## src/rtl/mem_types_pkg.sv

```systemverilog
// Shared memory-subsystem types and sizing constants.
// Holds the snoop request queue depth, its slow-down threshold and the
// packed snoop request record used by the dcache snoop path.
package mem_types_pkg;

  localparam int BLOCK_ADDR_SPACE_WIDTH                 = 26;
  localparam int DCACHE_SNOOP_REQ_Q_DEPTH               = 4;
  localparam int DCACHE_SNOOP_REQ_Q_LOG_DEPTH           = $clog2(DCACHE_SNOOP_REQ_Q_DEPTH);
  localparam int DCACHE_SNOOP_REQ_Q_SLOW_DOWN_THRESHOLD = (3 * DCACHE_SNOOP_REQ_Q_DEPTH) / 4;

  typedef struct packed {
    logic [BLOCK_ADDR_SPACE_WIDTH-1:0] block_addr;
    logic                              exclusive;
  } snoop_req_t;

endpackage

```

## src/rtl/dcache_snoop_req_q.sv

```systemverilog
// Dcache snoop request queue: circular FIFO of snooped block addresses with
// an associative search port and a registered occupancy / slow-down flag.
// Optional build macro DCACHE_SNOOP_REQ_Q_COALESCE_EN: an enqueue that
// matches a live entry merges its exclusive bit instead of allocating.
module dcache_snoop_req_q
  import mem_types_pkg::*;
#(
  parameter int DEPTH               = DCACHE_SNOOP_REQ_Q_DEPTH,
  parameter int ADDR_W              = BLOCK_ADDR_SPACE_WIDTH,
  parameter int SLOW_DOWN_THRESHOLD = DCACHE_SNOOP_REQ_Q_SLOW_DOWN_THRESHOLD
) (
  input  logic                     CLK,
  input  logic                     nRST,
  input  logic                     enq_valid,
  input  logic [ADDR_W-1:0]        enq_block_addr,
  input  logic                     enq_exclusive,
  output logic                     enq_ready,
  output logic                     deq_valid,
  output logic [ADDR_W-1:0]        deq_block_addr,
  output logic                     deq_exclusive,
  input  logic                     deq_ready,
  input  logic [ADDR_W-1:0]        search_block_addr,
  output logic                     search_hit,
  output logic                     search_exclusive,
  output logic [$clog2(DEPTH):0]   count,
  output logic                     slow_down
);

  localparam int LD    = $clog2(DEPTH);
  localparam int CNT_W = LD + 1;

  typedef struct packed {
    logic [ADDR_W-1:0] block_addr;
    logic              exclusive;
  } entry_t;

  entry_t             r_mem [DEPTH];
  logic [LD-1:0]      r_head;
  logic [LD-1:0]      r_tail;
  logic [DEPTH-1:0]   r_valid;
  logic [CNT_W-1:0]   r_count;
  logic               r_slow_down;

  logic               w_full;
  logic               w_enq_fire;
  logic               w_deq_fire;
  logic               w_alloc;
  logic [DEPTH-1:0]   w_coal_match;
  logic [DEPTH-1:0]   w_valid_next;
  logic [CNT_W-1:0]   w_count_next;

  assign w_full         = (r_count == CNT_W'(DEPTH));
  assign deq_valid      = (r_count != {CNT_W{1'b0}});
  assign deq_block_addr = r_mem[r_head].block_addr;
  assign deq_exclusive  = r_mem[r_head].exclusive;
  assign count          = r_count;
  assign slow_down      = r_slow_down;
  assign w_deq_fire     = deq_valid & deq_ready;

`ifdef DCACHE_SNOOP_REQ_Q_COALESCE_EN
  // Find live entries the incoming address can merge into; a head leaving this cycle is not a target.
  always_comb begin
    w_coal_match = {DEPTH{1'b0}};
    for (int i = 0; i < DEPTH; i++) begin
      if (r_valid[i] && (r_mem[i].block_addr == enq_block_addr) &&
          !(w_deq_fire && (r_head == LD'(i)))) begin
        w_coal_match[i] = 1'b1;
      end else begin
        w_coal_match[i] = 1'b0;
      end
    end
  end
`else
  assign w_coal_match = {DEPTH{1'b0}};
`endif

  // A merging enqueue needs no free slot; a dequeue never frees space for this cycle's enqueue.
  assign enq_ready  = ~w_full | (|w_coal_match);
  assign w_enq_fire = enq_valid & enq_ready;
  assign w_alloc    = w_enq_fire & ~(|w_coal_match);

  // Next valid mask and occupancy from this cycle's allocate / dequeue.
  always_comb begin
    w_valid_next = r_valid;
    if (w_deq_fire) begin
      w_valid_next[r_head] = 1'b0;
    end else begin
      w_valid_next[r_head] = r_valid[r_head];
    end
    if (w_alloc) begin
      w_valid_next[r_tail] = 1'b1;
    end else begin
      w_valid_next[r_tail] = w_valid_next[r_tail];
    end
    case ({w_alloc, w_deq_fire})
      2'b10:   w_count_next = r_count + CNT_W'(1'b1);
      2'b01:   w_count_next = r_count - CNT_W'(1'b1);
      default: w_count_next = r_count;
    endcase
  end

  // Associative probe over entries valid at the start of the cycle.
  always_comb begin
    search_hit       = 1'b0;
    search_exclusive = 1'b0;
    for (int i = 0; i < DEPTH; i++) begin
      if (r_valid[i] && (r_mem[i].block_addr == search_block_addr)) begin
        search_hit       = 1'b1;
        search_exclusive = search_exclusive | r_mem[i].exclusive;
      end else begin
        search_hit       = search_hit;
        search_exclusive = search_exclusive;
      end
    end
  end

  // Pointer, valid-bit and occupancy state; reset discards every entry.
  always_ff @(posedge CLK or negedge nRST) begin
    if (!nRST) begin
      r_head      <= {LD{1'b0}};
      r_tail      <= {LD{1'b0}};
      r_valid     <= {DEPTH{1'b0}};
      r_count     <= {CNT_W{1'b0}};
      r_slow_down <= 1'b0;
    end else begin
      if (w_deq_fire) begin
        r_head <= r_head + LD'(1'b1);
      end
      if (w_alloc) begin
        r_tail <= r_tail + LD'(1'b1);
      end
      r_valid     <= w_valid_next;
      r_count     <= w_count_next;
      r_slow_down <= (w_count_next >= CNT_W'(SLOW_DOWN_THRESHOLD));
    end
  end

  // Entry payload storage: written on allocate, exclusive bit merged on coalesce.
  always_ff @(posedge CLK) begin
    for (int i = 0; i < DEPTH; i++) begin
      if (w_alloc && (r_tail == LD'(i))) begin
        r_mem[i].block_addr <= enq_block_addr;
        r_mem[i].exclusive  <= enq_exclusive;
      end else if (w_enq_fire && w_coal_match[i]) begin
        r_mem[i].exclusive  <= r_mem[i].exclusive | enq_exclusive;
      end
    end
  end

endmodule

```

## config.mk

```make
export PLATFORM = sky130hd
export DESIGN_NAME = dcache_snoop_req_q
export DESIGN_NICKNAME = d
export VERILOG_FILES = /design/src/rtl/mem_types_pkg.sv /design/src/rtl/dcache_snoop_req_q.sv
export SDC_FILE = /design/constraint.sdc
export NUM_CORES = 1
export LEC_CHECK = 0
export BUFFER_PORTS_ARGS = -buffer_cell sky130_fd_sc_hd__buf_2
export CAP_MARGIN = 20
export CORE_MARGIN = 1
export CORE_UTILIZATION = 45
export CTS_CLUSTER_SIZE = 10
export DETAILED_ROUTE_END_ITERATION = 8
export PLACE_DENSITY = 0.71
export RECOVER_POWER = 25
export SLEW_MARGIN = 20
export SYNTH_ARGS = -nofsm -noshare
export SYNTH_HDL_FRONTEND = slang
export SYNTH_SLANG_ARGS = --single-unit
```

## constraint.sdc

```tcl
create_clock -name CLK -period 2.25 [get_ports CLK]
set_input_delay 0.45 -clock CLK [delete_from_list [all_inputs] [get_ports CLK]]
set_output_delay 0.45 -clock CLK [all_outputs]
set_load 0.02 [all_outputs]
```

==> out/results.tsv, run 1 <==
metric	value	unit
status	complete, but fails checks	
violations	negative setup slack	
fin_ws	-0.408	ns
antennaDiodeCount	0	
drt-total-wl	15.0	mm
leakage	2.80	nW
vdd_drop_max	0.000718	V
via_count	3734	
grt_pass1_vias	3905	
hp-start	enq_block_addr[20]	
cts_buffer_depth	2	
drt.antenna.violating_nets	0	
synth_fp_nets	437	
powerDensity	1300	nW/um2
setup-tns-final	-2.03	ns
synth.area.top_cells	edfxtp_1 55%, mux4_2 11%, xnor2_1 9.7%	
ys_seq_area_share	60.6	%
synth.largest_area_cell	edfxtp_1	
synth-seq-cells	120	
clk_pin_slew	0.05	ns
power.total	10.0	mW
pre_cts_ws	-0.315	ns
die_x	116	um
hold_viol	0	
crit_arrival	2.21	ns
via_per_inst	5.40	
rows	41	
grt_max_degree	28	
finalSetupViolCount	29	
drive_gt1_share	38.8	%
reg2reg_to	r_valid[1]	
slew_viol_final	0	
period_minus_slack	2.66	ns
grt-ovfl-total	0	
die_y	116	um
min_period_over_period	118	%
dieArea	13500	um2
tightest_slew	0.482	ns
areaGrowthSynthToFinish	31.8	%
finalNetCount	577	
syn_area_per_cell	15.8	um2
seq_area	3550	um2
required	1.80	ns
syn_inst	370	
whs_path_depth	1	
timing.rr.start	r_head[0]	
start_util	46.2	%
yosysWarningCount	0	
cts_root_buffer	clkbuf_16	
cts_max_level	4	
synth_top_area_share	55.4	%
cts_tree	done	
cp_max_fo	2	
core_area	12700	um2
yosysUniqueCellTypes	34	
dp_cells	655	
clk_latency	0.41	ns
multi_input_comb_area	2360	um2
drc	0	
fin_skew	0.0120	ns
slew_headroom	67.9	%
finalNonFillerCells	692	
wl_per_cell	21.7	um
regToRegSetupSlack	0.05	ns
grt_use_total	23.4	%
cap_violations	0	
first_iter_violations	247	
cts_sinks	120	
synth_area	5850	um2
hold_path_class	in -> reg	
rsz0062_at_grt	yes	
place_congestion	0.870	
end_kind	output port	
whs_endpoint	r_mem[0][21]	
ff2ff_path_depth	6	
dp_hpwl	10.6	mm
drt_pass1_iterations	5	
grt_antenna_before_repair	0	
grt_first_pass_wirelength	21.9	mm
holdWs	0.274	ns
fmax	0.376	GHz
crit_type	reg -> out	
io_pins	92	
port_buffers	91	
fill_cells	996	
numCtsBuffers	17	
start_kind	flip-flop	
-- registers in the layout, summed over array words and instances, names as in the netlist --
signal and cells:
r_head 2, r_tail 2, slow_down 1, r_valid 4, r_mem 108, count 3
-- power breakdown --
| group | leakage [nW] | internal [mW] | switching, mW | total [mW] |
|---|---|---|---|---|
| registers | 1.13 | 3.01 | 0.386 | 3.39 |
| logic | 1.41 | 1.98 | 2.13 | 4.12 |
| clock network | 0.258 | 1.59 | 0.902 | 2.49 |
-- area by class of cell --
type	count	share of cell area (%)
flip-flops and latches	120	46.0
multi-input cells	224	30.6
repair buffers	139	13.2
clock buffers	18	5.57
well taps	172	2.79
clock inverters	11	1.43
inverters	8	0.389
-- placed cells by master (no fill, tap or decap), types with 2 or more instances in the layout --
master	synthesis	final
nor2_1	4	4
clkinv_2	0	4
ha_1	9	8
dfrtp_1	12	8
nand4_1	20	20
xor2_1	44	43
buf_6	0	23
mux4_2	28	28
clkbuf_1	13	18
buf_4	0	42
xnor2_1	65	60
clkbuf_16	0	20
nor2b_1	3	3
xnor2_2	0	5
a31oi_2	1	3
clkinv_1	0	2
buf_12	0	2
nor3_1	4	4
edfxtp_1	108	108
nor4_1	11	5
mux2i_1	3	3
nor4_2	0	4
dfrtp_2	0	4
clkinvlp_4	0	3
inv_1	7	7
nand3_1	7	7
bufinv_16	0	2
nand2_1	4	3
and3_1	4	4
buf_2	4	51
nor4_4	0	2
-- worst max-delay path, stage by stage, from the launching register on --
cell and delay (ns):
edfxtp_1 0.41, xor2_1 0.18, nor4_1 0.29, buf_4 0.15, nand4_1 0.12, or3_4 0.43, o2111ai_4 0.09, buf_6 0.15
-- stage by stage --
step	util (%)	cell area, um2
global placement	53.4	6770
finish	60.8	7710
detailed placement	53.4	6770
global route	60.8	7710
CTS	58.5	7420
floorplan	-	5860
-- how the worst max path moves through the flow --
stage                               startpoint               end  slack, ns  cells past startpoint
after global routing               r_mem[2][4]  search_exclusive      -0.50                      7
after detailed placement  search_block_addr[5]  search_exclusive      -0.32                      8
final                              r_mem[2][4]  search_exclusive      -0.41                      7
after global placement    search_block_addr[5]  search_exclusive      -0.40                      8
after CTS                         r_mem[2][12]  search_exclusive      -0.39                      7
after floorplan                       count[1]         slow_down      0.001                      7
-- metal layers --
metal | global-route usage [%] | share of wire, % | wire length (um)
met5 | 0 | 0 | 0
met4 | 8.89 | 1.9 | 281
met3 | 5.18 | 6.9 | 1030
met2 | 38.9 | 51 | 7580
met1 | 30.2 | 41 | 6090
-- kinds of logic after synthesis --
kind of cell | Yosys count | synth area share, %
flops | 120 | 60.6
xor+xnor | 109 | 16.3
simple gates | 60 | 5.88
mux | 32 | 11.5
buf+inv | 26 | 1.75
compound gates | 13 | 1.71
fa+ha+maj | 10 | 2.27
-- synthesized netlist by cell type, drive strengths merged --
master and instances:
edfxtp 108, xnor2 65, xor2 44, mux4 28
nand4 20, clkbuf 13, dfrtp 12, nor4 11
ha 9, inv 8, nand3 7, buf 5
a31oi 4, and3 4, nand2 4, nor2 4
nor3 4, mux2i 3, nor2b 3, o2111ai 2
o21ai 2, or3 2, a21o 1, a21oi 1
a221oi 1, fa 1, mux2 1, o21a 1
o31ai 1, or3b 1
-- timing repair --
action | in CTS | in global routing
hold endpoints to repair | 12 | 0
pin swaps | 2 | 5
endpoints found under the setup margin | 11 | 29
gates resized for setup | 14 | 58
hold buffers | 1 | 0
setup buffers | 1 | 4
cloned | 1 | 2
(Power assumes the default switching activity.)
==> run 2: changes to the inputs <==
--- a/config.mk
+++ b/config.mk
@@ -13,6 +13,7 @@
 export DETAILED_ROUTE_END_ITERATION = 8
 export PLACE_DENSITY = 0.71
 export RECOVER_POWER = 25
+export SKIP_LAST_GASP = 1
 export SLEW_MARGIN = 20
 export SYNTH_ARGS = -nofsm -noshare
 export SYNTH_HDL_FRONTEND = slang
==> run 2 against run 1 <==
The flow still finishes with violations (negative setup slack). Critical path type unchanged. Non-clock buffer count unchanged. Power fell by 2.1%. Global-route usage about the same. Largest power group unchanged.
==> out/results.tsv, run 2 (synthesized netlist as in run 1, its figures left out) <==
metric	value	unit
finalNetCount	577	
fin_ws	-0.409	ns
grt-ovfl-total	0	
first_iter_violations	310	
grt_use_total	23.4	%
drt.antenna.violating_nets	0	
finalSetupViolCount	32	
clk_latency	0.40	ns
clk_pin_slew	0.05	ns
areaGrowthSynthToFinish	30.4	%
crit_top_cell	nand4_1	
dp_hpwl	10.6	mm
port_buffers	91	
crit_slowest_cell	nor4_2	
dieArea	13500	um2
layout_common_cells	108 x edfxtp_1, 60 x xnor2_1, 60 x buf_2	
slew_headroom	68.5	%
final_area	7630	um2
pwr-share-clk	25.5	%
power.total	9.80	mW
grt_antenna_before_repair	0	
drive_gt1_share	38.3	%
violations	negative setup slack	
drt-total-wl	15.0	mm
grt_use_met2	39.0	%
core_area	12700	um2
grt_max_degree	28	
slew_viol_final	0	
rows	41	
cap_violations	0	
dp_cells	655	
seqPwrFrac	34.7	%
required	1.80	ns
place_congestion	0.870	
grt_pass1_vias	3916	
via_per_inst	5.49	
crit_type	reg -> out	
powerDensity	1280	nW/um2
setup-tns-final	-2.42	ns
gr-max-usage-layer	met2	
dpl_cell_area	6770	um2
leakage	2.78	nW
swShare	34.3	%
final_common_cell	edfxtp_1	
slowest_delay	0.41	ns
die_x	116	um
drc	0	
holdWs	0.275	ns
min_period_over_period	118	%
die_y	116	um
end_kind	output port	
p_int	6.44	mW
largest_reg_flops	108	
numCtsBuffers	17	
status	complete, but fails checks	
drt_pass1_iterations	5	
hold_path_class	in -> reg	
fin_skew	0.0115	ns
regMostFlops	r_mem	
cts_sinks	120	
finalNonFillerCells	692	
vdd_drop_max	0.000598	V
grt_use_met1	30.0	%
start_util	46.2	%
cts_max_level	4	
period_minus_slack	2.66	ns
antennaDiodeCount	0	
tightest_slew	0.473	ns
use_met3	5.28	%
p_sw	3.36	mW
fmax	0.376	GHz
cp_max_fo	2	
crit_arrival	2.21	ns
io_pins	92	
cts_tree	done	
wl_per_cell	21.6	um
hold_viol	0	
start_kind	flip-flop	
p_comb_share	39.8	%
cts_root_buffer	clkbuf_16	
crit_chain	xnor2_1, nand4_1, nor4_2, nand4_1, o2111ai_4, buf_6	
via_count	3798	
rsz0062_at_grt	yes	
grt_first_pass_wirelength	21.9	mm
cts_buffer_depth	2	
run 2: cell types whose count changed in the layout (fill, tap and decap cells not counted), sizes merged:
cell    before  now
buf        118  119
clkbuf      38   37
run 2: worst paths after layout:
check                                   start               end  slack [ns]  cells after the start
setup / recovery                  r_mem[3][6]  search_exclusive       -0.41                      6
hold / removal             enq_block_addr[15]      r_mem[0][16]        0.28                      1
setup reg to reg                    r_head[0]        r_valid[1]       -0.02                      6
hold reg to reg                      count[2]          count[2]        0.53                      1
max in group asynchronous                nRST         r_head[0]        1.56                      2
min in group asynchronous                nRST         r_head[1]        0.46                      2
run 2: metrics by stage:
stage                     util, %  setup slack [ns]
after floorplan                 -           0.00121
after global placement       53.4            -0.396
after detailed placement     53.4            -0.315
after CTS                    58.5            -0.389
after global routing         60.2            -0.494
final                        60.2            -0.409
run 2: area by class of cell:
class | instances | area [um2]
repair buffers | 139 | 965
flip-flops and latches | 120 | 3550
fillers | 1011 | 5040
clock inverters | 11 | 110
clock buffers | 18 | 429
multi-input cells | 224 | 2330
inverters | 8 | 30.0
well taps | 172 | 215
run 2: power groups by stage:
| stage | logic, mW | registers [mW] | clock network, mW |
|---|---|---|---|
| 4_1_cts | 3.58 | 3.36 | 2.50 |
| 3_5_place_dp | 3.43 | 3.39 | 0 |
| 6_report | 3.90 | 3.40 | 2.50 |
| 3_3_place_gp | 3.39 | 3.35 | 0 |
| 2_1_floorplan | 2.25 | 3.34 | 0 |
| 5_1_grt | 4.16 | 3.44 | 2.61 |
run 2: repair_timing:
item	CTS	global route
cloned	1	2
resized for setup	11	38
pin swaps	2	5
endpoints found under the hold margin	12	0
setup endpoints to repair	11	21
hold buffers	1	0
buffers inserted	1	4
run 2: critical path, delay by kind of cell (launching register included):
kind            cells  cell delay (ns)
compound gates      1             0.14
xor+xnor            1             0.25
buf+inv             1             0.15
flops               1             0.40
simple gates        3             0.86
run 2: routing by layer:
metal  share of wire (%)  vias up  wire, um
met2                  50      180      7530
li1                    -     1690         -
met3                 7.3       25      1090
met5                   0        -         0
met4                 2.1        0       315
met1                  40     1903      6040
==> run 3: changes to the inputs <==
--- a/config.mk
+++ b/config.mk
@@ -5,6 +5,7 @@
 export SDC_FILE = /design/constraint.sdc
 export NUM_CORES = 1
 export LEC_CHECK = 0
+export ABC_AREA = 1
 export BUFFER_PORTS_ARGS = -buffer_cell sky130_fd_sc_hd__buf_2
 export CAP_MARGIN = 20
 export CORE_MARGIN = 1
==> run 3 against run 2 <==
The run still ends with negative setup slack left. Largest power group unchanged. Non-clock buffer count is 30 lower. Core utilization is 2.0 points lower. Final cell count increased by 58%. Highest routed layer unchanged.
==> out/results.tsv, run 3 <==
metric	value	unit
dp_hpwl	12.7	mm
syn_inst	790	
multi_input_comb_area	2660	um2
min_period_over_period	104	%
synth_top_area_share	49.2	%
yosysMostFrequentCell	nand2_1	
cts_tree	done	
slew_viol_final	0	
finalNetCount	966	
via_per_inst	5.29	
start_util	46.8	%
synth_fp_nets	857	
wl_per_cell	17.4	um
synth_common_cells	228 x nand2_1, 108 x edfxtp_1, 98 x inv_1, 89 x nor2_1, 63 x o21ai_0	
port_buffers	91	
status	complete, but fails checks	
synth-seq-cells	120	
period_minus_slack	2.34	ns
p_comb_share	42.5	%
hold_viol	0	
drt.antenna.violating_nets	0	
areaGrowthSynthToFinish	24.3	%
hold_path_class	in -> reg	
synth-async-reset-ratio	10.0	%
hp-start	enq_block_addr[16]	
drt-total-wl	19.1	mm
crit_path_start	r_mem[2][22]	
slowest_delay	0.43	ns
layout_common_cells	217 x nand2_1, 108 x edfxtp_1, 95 x inv_1	
place_congestion	0.928	
vdd_drop_max	0.000782	V
grt_max_degree	39	
seqPwrFrac	31.3	%
ys_seq_area_share	53.7	%
cp_max_fo	2	
powerDensity	1280	nW/um2
cts_buffer_depth	2	
synth-edff-count	108	
ys.flop_type	edfxtp_1	
drive_gt1_share	21.3	%
dieArea	15100	um2
pwr-share-clk	26.2	%
required	1.80	ns
final_common_cell	nand2_1	
cts_max_level	4	
timing.rr.start	count[1]	
fill_cells	1251	
numCtsBuffers	17	
grt_use_total	26.3	%
fin_ws	-0.0915	ns
die_x	123	um
tightest_slew	0.294	ns
power.total	10.5	mW
clk_latency	0.43	ns
cts_root_buffer	clkbuf_16	
finalSetupViolCount	3	
drc	0	
crit_type	reg -> out	
holdWs	0.244	ns
rsz0062_at_grt	yes	
crit_arrival	1.89	ns
die_y	123	um
synth.area.top_cells	edfxtp_1 49%, nand2_1 13%, inv_1 5.6%	
p_int	6.24	mW
crit_slowest_cell	edfxtp_1	
largest_reg_flops	108	
grt-ovfl-total	0	
regMostFlops	r_mem	
leakage	3.64	nW
seq_area	3540	um2
cts_sinks	120	
core_area	14100	um2
slew_headroom	80.4	%
first_iter_violations	721	
end_kind	output port	
syn_area_per_cell	8.35	um2
via_count	5776	
swShare	40.7	%
yosysWarningCount	0	
synth.largest_area_cell	edfxtp_1	
crit_chain	xnor2_2, nand2_1, nor2_2, nand3_1, nor2_2, nand2_1, nand2_1, inv_1, nand2_2, buf_6	
grt_first_pass_wirelength	28.4	mm
io_pins	92	
cap_violations	0	
antennaDiodeCount	0	
clk_pin_slew	0.06	ns
fin_skew	0.00876	ns
grt_antenna_before_repair	0	
fmax	0.427	GHz
yosysUniqueCellTypes	25	
violations	negative setup slack	
crit_top_cell	nand2_1	
synth_area	6590	um2
rows	43	
p_sw	4.28	mW
start_kind	flip-flop	
drt_pass1_iterations	6	
grt_pass1_vias	5369	
==> run 3: changes by cell type after synthesis, moves of 14 or more <==
cell,delta
nand2_1,+224
inv_1,+91
nor2_1,+85
o21ai_0,+62
a21oi_1,+45
xnor2_1,-38
xor2_1,-37
mux4_2,-28
inv_2,+22
nand4_1,-15
nand3_1,+14
==> run 3: repair_timing <==
action	CTS	global route
hold endpoints to repair	12	0
buffers inserted	0	1
endpoints found under the setup margin	7	15
pin swaps	16	16
hold buffers	1	0
cloned	1	1
gates resized for setup	19	33
==> run 3: power by group through the flow <==
stage                     sequential, mW  combinational [mW]  clock [mW]
final                               3.29                4.47        2.76
after floorplan                     3.31                2.62           0
after detailed placement            3.30                4.10           0
after CTS                           3.27                4.29        2.78
after global placement              3.29                4.07           0
after global routing                3.34                4.83        2.88
==> run 3: final timing paths <==
path	endpoint	slack (ns)	depth (start not counted)
hold / removal	r_mem[2][17]	0.24	1
max in group asynchronous	r_valid[2]	1.58	2
setup / recovery	search_exclusive	-0.09	10
setup reg to reg	slow_down	0.12	10
hold reg to reg	count[2]	0.61	2
min in group asynchronous	count[2]	0.44	2
==> run 3: cell type report <==
class                           instances  area share (%)
Clock buffer                           17            5.19
Clock inverter                         15            2.17
Inverter                              122            5.62
Multi-Input combinational cell        529            32.5
Sequential cell                       120            43.2
Tap cell                              180            2.75
Timing Repair Buffer                  109            8.58
==> run 3: metal layers <==
metal  GRT usage, %  part of all wire [%]  vias up
met5              0                     0        -
met4           10.4                   2.2        0
met3           6.83                   9.8       45
met2           41.4                    47      313
met1           34.8                    41     2653
li1               -                     -     2765
==> run 3: cell families (layout without fill, tap and decap cells) <==
logic type | Yosys count | after routing | share of synthesized area [%]
multiplexers | 1 | 1 | 0.171
buffers and inverters | 141 | 263 | 8.20
XOR/XNOR | 34 | 34 | 4.52
AND/OR/NAND/NOR | 350 | 350 | 20.9
AO/OA/AOI/OAI | 134 | 134 | 10.5
flip-flops | 120 | 120 | 53.7
adder cells (fa/ha/maj) | 10 | 10 | 2.01
==> run 3: critical path: cells and delay by family (launching register included) <==
family,cells,cell delay [ns]
AND/OR/NAND/NOR,7,0.69
flip-flops,1,0.43
XOR/XNOR,1,0.19
buffers and inverters,2,0.16
==> run 3: through the flow <==
step	TNS [ns]	std cells	instance area [um2]	setup slack, ns	util, %
2_1_floorplan	-28.50	790	6590	-0.264	-
3_3_place_gp	0	1056	7370	0.0404	52.3
3_5_place_dp	0	1056	7370	0.0580	52.3
4_1_cts	-0.108	1090	8100	-0.0795	57.5
5_1_grt	-0.481	1092	8200	-0.230	58.2
6_report	-0.157	1092	8200	-0.0915	58.2
